`src/rtl/rx_wb_pack.sv`:
```
// Multi-channel I/Q capture, round-robin arbitration into a tagged FIFO, and
// 16-bit word readout sequencing for the host read path.
module rx_wb_pack #(
   parameter int unsigned NCH     = 4,
   parameter int unsigned IN_BITS = 18,
   parameter int unsigned DEPTH   = 16
) (
   input  logic                     adc_clk,
   input  logic                     reset_n,
   input  logic [NCH-1:0]           in_strobe,
   input  logic [NCH*IN_BITS-1:0]   in_i,
   input  logic [NCH*IN_BITS-1:0]   in_q,
   input  logic [NCH-1:0]           ch_en,
   input  logic                     fmt,
   input  logic                     rd_pulse,
   output logic [15:0]              rd_dout,
   output logic                     rd_valid,
   output logic [2:0]               rd_ch,
   output logic                     rd_first,
   output logic [$clog2(DEPTH):0]   level,
   output logic [15:0]              ovfl_cnt,
   input  logic                     clr_ovfl
);

   localparam int unsigned AW = $clog2(DEPTH);
   localparam int unsigned LW = AW + 1;
   localparam int unsigned EW = 3 + 2 * IN_BITS;

   logic [NCH-1:0]              pend, pend_d, cand, drop;
   logic [NCH-1:0][IN_BITS-1:0] hold_i, hold_i_d, hold_q, hold_q_d;
   logic [2:0]                  rr, win;
   logic [IN_BITS-1:0]          win_i, win_q;
   logic                        wr_en, full, pop;
   logic [EW-1:0]               mem [DEPTH];
   logic [AW-1:0]               wr_ptr, rd_ptr;
   logic [EW-1:0]               head;
   logic [IN_BITS-1:0]          head_i, head_q, i_sh, q_sh;
   logic [2:0]                  head_ch;
   logic [1:0]                  w;
   logic                        fmt_q, fmt_eff, last_word;
   logic [3:0]                  drop_n;
   logic [16:0]                 ovfl_sum;
   logic [15:0]                 ovfl_d;

   assign cand  = pend & ch_en;
   assign full  = (level == LW'(DEPTH));
   assign wr_en = (|cand) && !full;

   // Lowest pending index overall, overridden by the lowest one at/after rr.
   always_comb begin
      win   = '0;
      win_i = '0;
      win_q = '0;
      for (int c = NCH - 1; c >= 0; c--) begin
         if (cand[c]) begin
            win   = 3'(c);
            win_i = hold_i[c];
            win_q = hold_q[c];
         end
      end
      for (int c = NCH - 1; c >= 0; c--) begin
         if (cand[c] && (3'(c) >= rr)) begin
            win   = 3'(c);
            win_i = hold_i[c];
            win_q = hold_q[c];
         end
      end
   end

   // A channel being written this cycle may accept a new sample without a drop.
   always_comb begin
      pend_d   = pend;
      hold_i_d = hold_i;
      hold_q_d = hold_q;
      drop     = '0;
      for (int c = 0; c < NCH; c++) begin
         if (!ch_en[c]) begin
            pend_d[c] = 1'b0;
         end else if (in_strobe[c]) begin
            if (!pend[c] || (wr_en && (win == 3'(c)))) begin
               hold_i_d[c] = in_i[c*IN_BITS +: IN_BITS];
               hold_q_d[c] = in_q[c*IN_BITS +: IN_BITS];
               pend_d[c]   = 1'b1;
            end else begin
               drop[c] = 1'b1;
            end
         end else if (wr_en && (win == 3'(c))) begin
            pend_d[c] = 1'b0;
         end
      end
   end

   always_comb begin
      drop_n = '0;
      for (int c = 0; c < NCH; c++) begin
         drop_n = drop_n + 4'(drop[c]);
      end
      ovfl_sum = {1'b0, ovfl_cnt} + 17'(drop_n);
      if (clr_ovfl) begin
         ovfl_d = 16'(drop_n);
      end else if (ovfl_sum[16]) begin
         ovfl_d = 16'hFFFF;
      end else begin
         ovfl_d = ovfl_sum[15:0];
      end
   end

   always_ff @(posedge adc_clk or negedge reset_n) begin
      if (!reset_n) begin
         pend     <= '0;
         hold_i   <= '0;
         hold_q   <= '0;
         rr       <= '0;
         ovfl_cnt <= '0;
      end else begin
         pend     <= pend_d;
         hold_i   <= hold_i_d;
         hold_q   <= hold_q_d;
         ovfl_cnt <= ovfl_d;
         if (wr_en) begin
            rr <= (win == 3'(NCH - 1)) ? 3'd0 : win + 3'd1;
         end
      end
   end

   always_ff @(posedge adc_clk) begin
      if (wr_en) begin
         mem[wr_ptr] <= {win, win_i, win_q};
      end
   end

   assign head     = mem[rd_ptr];
   assign head_ch  = head[EW-1 -: 3];
   assign head_i   = head[2*IN_BITS-1:IN_BITS];
   assign head_q   = head[IN_BITS-1:0];
   assign i_sh     = $signed(head_i) >>> 16;
   assign q_sh     = $signed(head_q) >>> 16;
   assign rd_valid = (level != '0);
   assign rd_first = (w == 2'd0);

   // Format is latched at word 0 so a mid-sample change cannot split a sample.
   assign fmt_eff   = (w == 2'd0) ? fmt : fmt_q;
   assign last_word = fmt_eff ? (w == 2'd1) : (w == 2'd2);
   assign pop       = rd_pulse && rd_valid && last_word;

   always_ff @(posedge adc_clk or negedge reset_n) begin
      if (!reset_n) begin
         wr_ptr <= '0;
         rd_ptr <= '0;
         level  <= '0;
         w      <= '0;
         fmt_q  <= 1'b0;
      end else begin
         if (wr_en) begin
            wr_ptr <= wr_ptr + AW'(1);
         end
         if (pop) begin
            rd_ptr <= rd_ptr + AW'(1);
         end
         if (wr_en && !pop) begin
            level <= level + LW'(1);
         end else if (!wr_en && pop) begin
            level <= level - LW'(1);
         end
         if (rd_pulse && rd_valid) begin
            w <= last_word ? 2'd0 : w + 2'd1;
            if (w == 2'd0) begin
               fmt_q <= fmt;
            end
         end
      end
   end

   always_comb begin
      rd_dout = '0;
      rd_ch   = '0;
      if (rd_valid) begin
         rd_ch = head_ch;
         if (fmt_eff) begin
            rd_dout = (w == 2'd0) ? head_i[IN_BITS-1 -: 16] : head_q[IN_BITS-1 -: 16];
         end else begin
            case (w)
               2'd0:    rd_dout = head_i[15:0];
               2'd1:    rd_dout = head_q[15:0];
               default: rd_dout = {i_sh[7:0], q_sh[7:0]};
            endcase
         end
      end
   end

endmodule

```
`config.mk`:
```
export PLATFORM = sky130hd
export DESIGN_NAME = rx_wb_pack
export DESIGN_NICKNAME = d
export VERILOG_FILES = /design/src/rtl/rx_wb_pack.sv
export SDC_FILE = /design/constraint.sdc
export NUM_CORES = 1
export LEC_CHECK = 0
export ABC_AREA = 0
export ABC_CLOCK_PERIOD_IN_PS = 9560
export CAP_MARGIN = 30
export CORE_MARGIN = 3
export CORE_UTILIZATION = 30
export DETAILED_ROUTE_END_ITERATION = 8
export PLACE_DENSITY = 0.49
export SYNTH_ARGS = -nofsm -noshare
export SYNTH_HDL_FRONTEND = slang
export SYNTH_SLANG_ARGS = --single-unit
```
`constraint.sdc`:
```
create_clock -name adc_clk -period 9.56 [get_ports adc_clk]
set_input_delay 2.868 -clock adc_clk [delete_from_list [all_inputs] [get_ports adc_clk]]
set_output_delay 2.868 -clock adc_clk [all_outputs]
set_load 0.005 [all_outputs]
```
==> impl_metrics.py <==
metrics = {
    "outcome": {
        "status": "finished, final reports clean",
    },
    "clocking": {
        "htreeDepth": 3,
        "clk_latency_ns": 0.66,
        "cts_hold_buffers": 0,
        "cts_root_buf": "clkbuf_16",
        "cts_tree": "built",
        "cts-resized-gates": 0,
        "cts_buffer_depth": 3,
        "post_cts_buffers": 0,
        "cts.sinks": 790,
        "cts_buffers": 89,
        "clk_pin_slew_ns": 0.06,
    },
    "worst_setup_path": {
        "worstSetupPathType": "in -> out",
        "path_cells": "clkdlybuf4s50_1 > a21oi_2 > o21ai_0 > buf_4 > a211oi_1 > nor3_1 > clkdlybuf4s50_1",
        "setup.worst_path.end": "rd_dout[6]",
        "rr_worst_depth": 18,
        "worst_path_most_repeated_cell": "clkdlybuf4s50_1",
        "critPathMaxStageDelay_ns": 0.67,
        "cp.arrival_ns": 5.58,
        "r2r_end": "ovfl_cnt[1]",
        "critical_path.top_delay_family": "compound AO/OA/AOI/OAI gates",
        "worst-path-buf-inv": 3,
        "timing.rr.start": "rr[1]",
        "worst_setup_path_end_kind": "primary output",
        "cp-startpoint": "fmt",
        "reg2reg_setup_slack_ns": 4.09,
        "critical_path.slowest_cell": "a21oi_2",
        "path_depth": 7,
        "crit_fanout": 19,
        "worstPathRequired_ns": 6.69,
        "worst_setup_path_start_kind": "input port",
    },
    "logic_synthesis": {
        "synth_mux_area_share_pct": 15.4,
        "synth_xor_area_share_pct": 0.562,
        "syn_area_um2": 32700,
        "synth_top_family_by_area": "multiplexers",
        "synth_fa_ha_area_share_pct": 0.909,
        "async_flop_share_pct": 23.0,
        "syn_nets": 2152,
        "avgSynthCellArea_um2": 16.6,
        "yosys_warnings": 0,
        "synth_edf_count": 608,
        "yosysTopAreaCell": "edfxtp_1",
        "syn_inst": 1973,
        "synth_common_cells": "edfxtp_1, dfrtp_1, nand2_1",
        "synth.distinct_cells": 55,
        "ys.flop_type": "edfxtp_1",
        "synth_seq_area_share_pct": 69.7,
        "synthSimpleGateAreaFrac_pct": 4.38,
        "yosysMostFrequentCell": "edfxtp_1",
        "yosys-top-cells-area": "edfxtp_1, dfrtp_1, mux4_2, mux2i_1, mux2_2",
        "synth.top_cell.area_share_pct": 55.8,
        "yosys_register_bits": 790,
        "synth_compound_area_share_pct": 6.98,
    },
    "floorplanning": {
        "rows": 120,
        "initial_utilization_pct": 30.4,
        "dieArea_um2": 113000,
        "die_h_um": 336,
        "die_x_um": 336,
        "ios": 199,
        "core_area_um2": 108000,
    },
    "pwr": {
        "internal_power_uw": 8230,
        "pwr_density_cell_nw_per_um2": 311,
        "power.switching_uw": 4110,
        "ir_drop_mv": 0.178,
        "seq_power_share_pct": 39.2,
        "combPwrFrac_pct": 32.3,
        "p_sw_share_pct": 33.3,
        "leakage_uw": 0.0137,
        "clkPwrFrac_pct": 28.5,
    },
    "sta": {
        "setup_viol": 0,
        "min_period_over_period_pct": 88.3,
        "final_hold_viol_count": 0,
        "skew_ns": 0.0327,
        "finalCriticalPeriod_ns": 8.44,
        "setup-tns-final_ns": 0,
        "relSlewSlack_pct": 33.2,
        "tightest_slew_ns": 1.00,
        "slew_viol_final": 0,
        "rsz0062_at_grt": "no",
        "clock.fmax_mhz": 118,
    },
    "worst_hold_path": {
        "hold_path_depth": 1,
        "hold_class": "reg -> reg",
    },
    "routing": {
        "avgRoutedWirePerCell_um": 26.2,
        "viasPerCell": 5.16,
        "drt-initial-drc-count": 1492,
        "dr.pass1.iters": 5,
        "drc": 0,
        "vias": 19100,
        "ant_nets": 0,
        "wl_um": 96900,
    },
    "flow_run": {
        "max-cap-violations": 0,
    },
    "layout": {
        "area_growth_pct": 21.1,
        "finalNetCount": 2397,
        "num-fill-cells": 9984,
        "stdcell_count": 3699,
        "utilization_pct": 36.8,
        "final_layout_size_suffix_gt1_share_pct": 19.2,
    },
    "global_routing": {
        "grt_max_degree": 121,
        "antenna_found_initial": 3,
        "grt-ovfl-total": 0,
        "grt_first_pass_wirelength_um": 141000,
        "grt_usage_pct": 17.1,
        "grt_pass1_vias": 20500,
    },
    "placed_design": {
        "dp.cells": 3526,
        "io_buffers": 197,
        "place_congestion": 0.789,
        "post-dp-hpwl_um": 56500,
    },
}
## worst register-to-register path: cells and delay by family, from the launching register on
kind | cells | cell delay [ns]
buffers and inverters | 3 | 0.36
adder cells (fa/ha/maj) | 5 | 1.77
AND/OR/NAND/NOR | 6 | 1.61
flip-flops | 1 | 0.61
AO/OA/AOI/OAI | 4 | 1.01
## worst min path at each step
| stage | from | endpoint |
|---|---|---|
| after global routing | hold_q[38] | hold_q[38] |
| after detailed placement | hold_i[46] | hold_i[46] |
| after CTS | hold_i[46] | hold_i[46] |
| after global placement | hold_q[42] | hold_q[42] |
| final | hold_i[43] | hold_i[43] |
| after floorplan | hold_i[42] | hold_i[42] |
## cell usage in the layout (no fill, tap or decap), types with 58 or more instances in the layout
cell	instances
edfxtp_1	608
mux4_2	106
clkdlybuf4s50_1	196
clkbuf_16	89
a211oi_1	64
mux2_1	60
mux2_2	87
nand2_1	118
a22oi_1	78
o21ai_0	80
mux2i_1	101
dfrtp_1	180
buf_4	71
nor3_1	58
## flip-flops by register name, indices dropped and copies added, names as in the netlist
signal	cells
mem	608
hold_i	72
hold_q	72
ovfl_cnt	16
level	5
pend	4
rd_ptr	4
wr_ptr	4
rr	2
w	2
fmt_q	1
## per-layer routing
layer / global-route usage (%) / vias up / wire (um)
li1: - / 8314 / -
met1: 23.9 / 10077 / 44300
met2: 27.5 / 564 / 45400
met3: 3.12 / 143 / 5420
met4: 4.23 / 2 / 1770
met5: 0 / - / 7
## power groups by stage
stage	clock (uW)	sequential, uW	combinational, uW
after CTS	3590	4840	4040
after detailed placement	0	4910	4030
after global routing	3730	4890	4300
after floorplan	0	4760	2330
final	3520	4830	3990
after global placement	0	4880	3960
## cell type report
type	instances	area, um2	share of cell area (%)
sequential	790	22800	57.5
multi-input combinational	1042	9380	23.7
timing repair buffer	274	2630	6.63
clock buffer	121	2400	6.05
tap	1403	1760	4.43
clock inverter	46	584	1.47
inverter	21	78.8	0.199
antenna	2	5.00	0.0126
## cell families after synthesis
kind of cell,after synthesis
compound gates,334
other cells,1
simple gates,310
fa+ha+maj,22
xor+xnor,21
flops,790
mux,354
buf+inv,141
## per-stage QoR
stage               instance area [um2]  setup WS (ns)  total power, uW  hold WS [ns]
global placement                  36600           1.33             8840         0.470
floorplan                         32700           2.55             7090         0.459
detailed placement                36600           1.17             8940         0.478
finish                            39700           1.12            12300         0.488
global route                      39600          0.972            12900         0.504
CTS                               39600           1.16            12500         0.491
(Power assumes the default switching activity.)
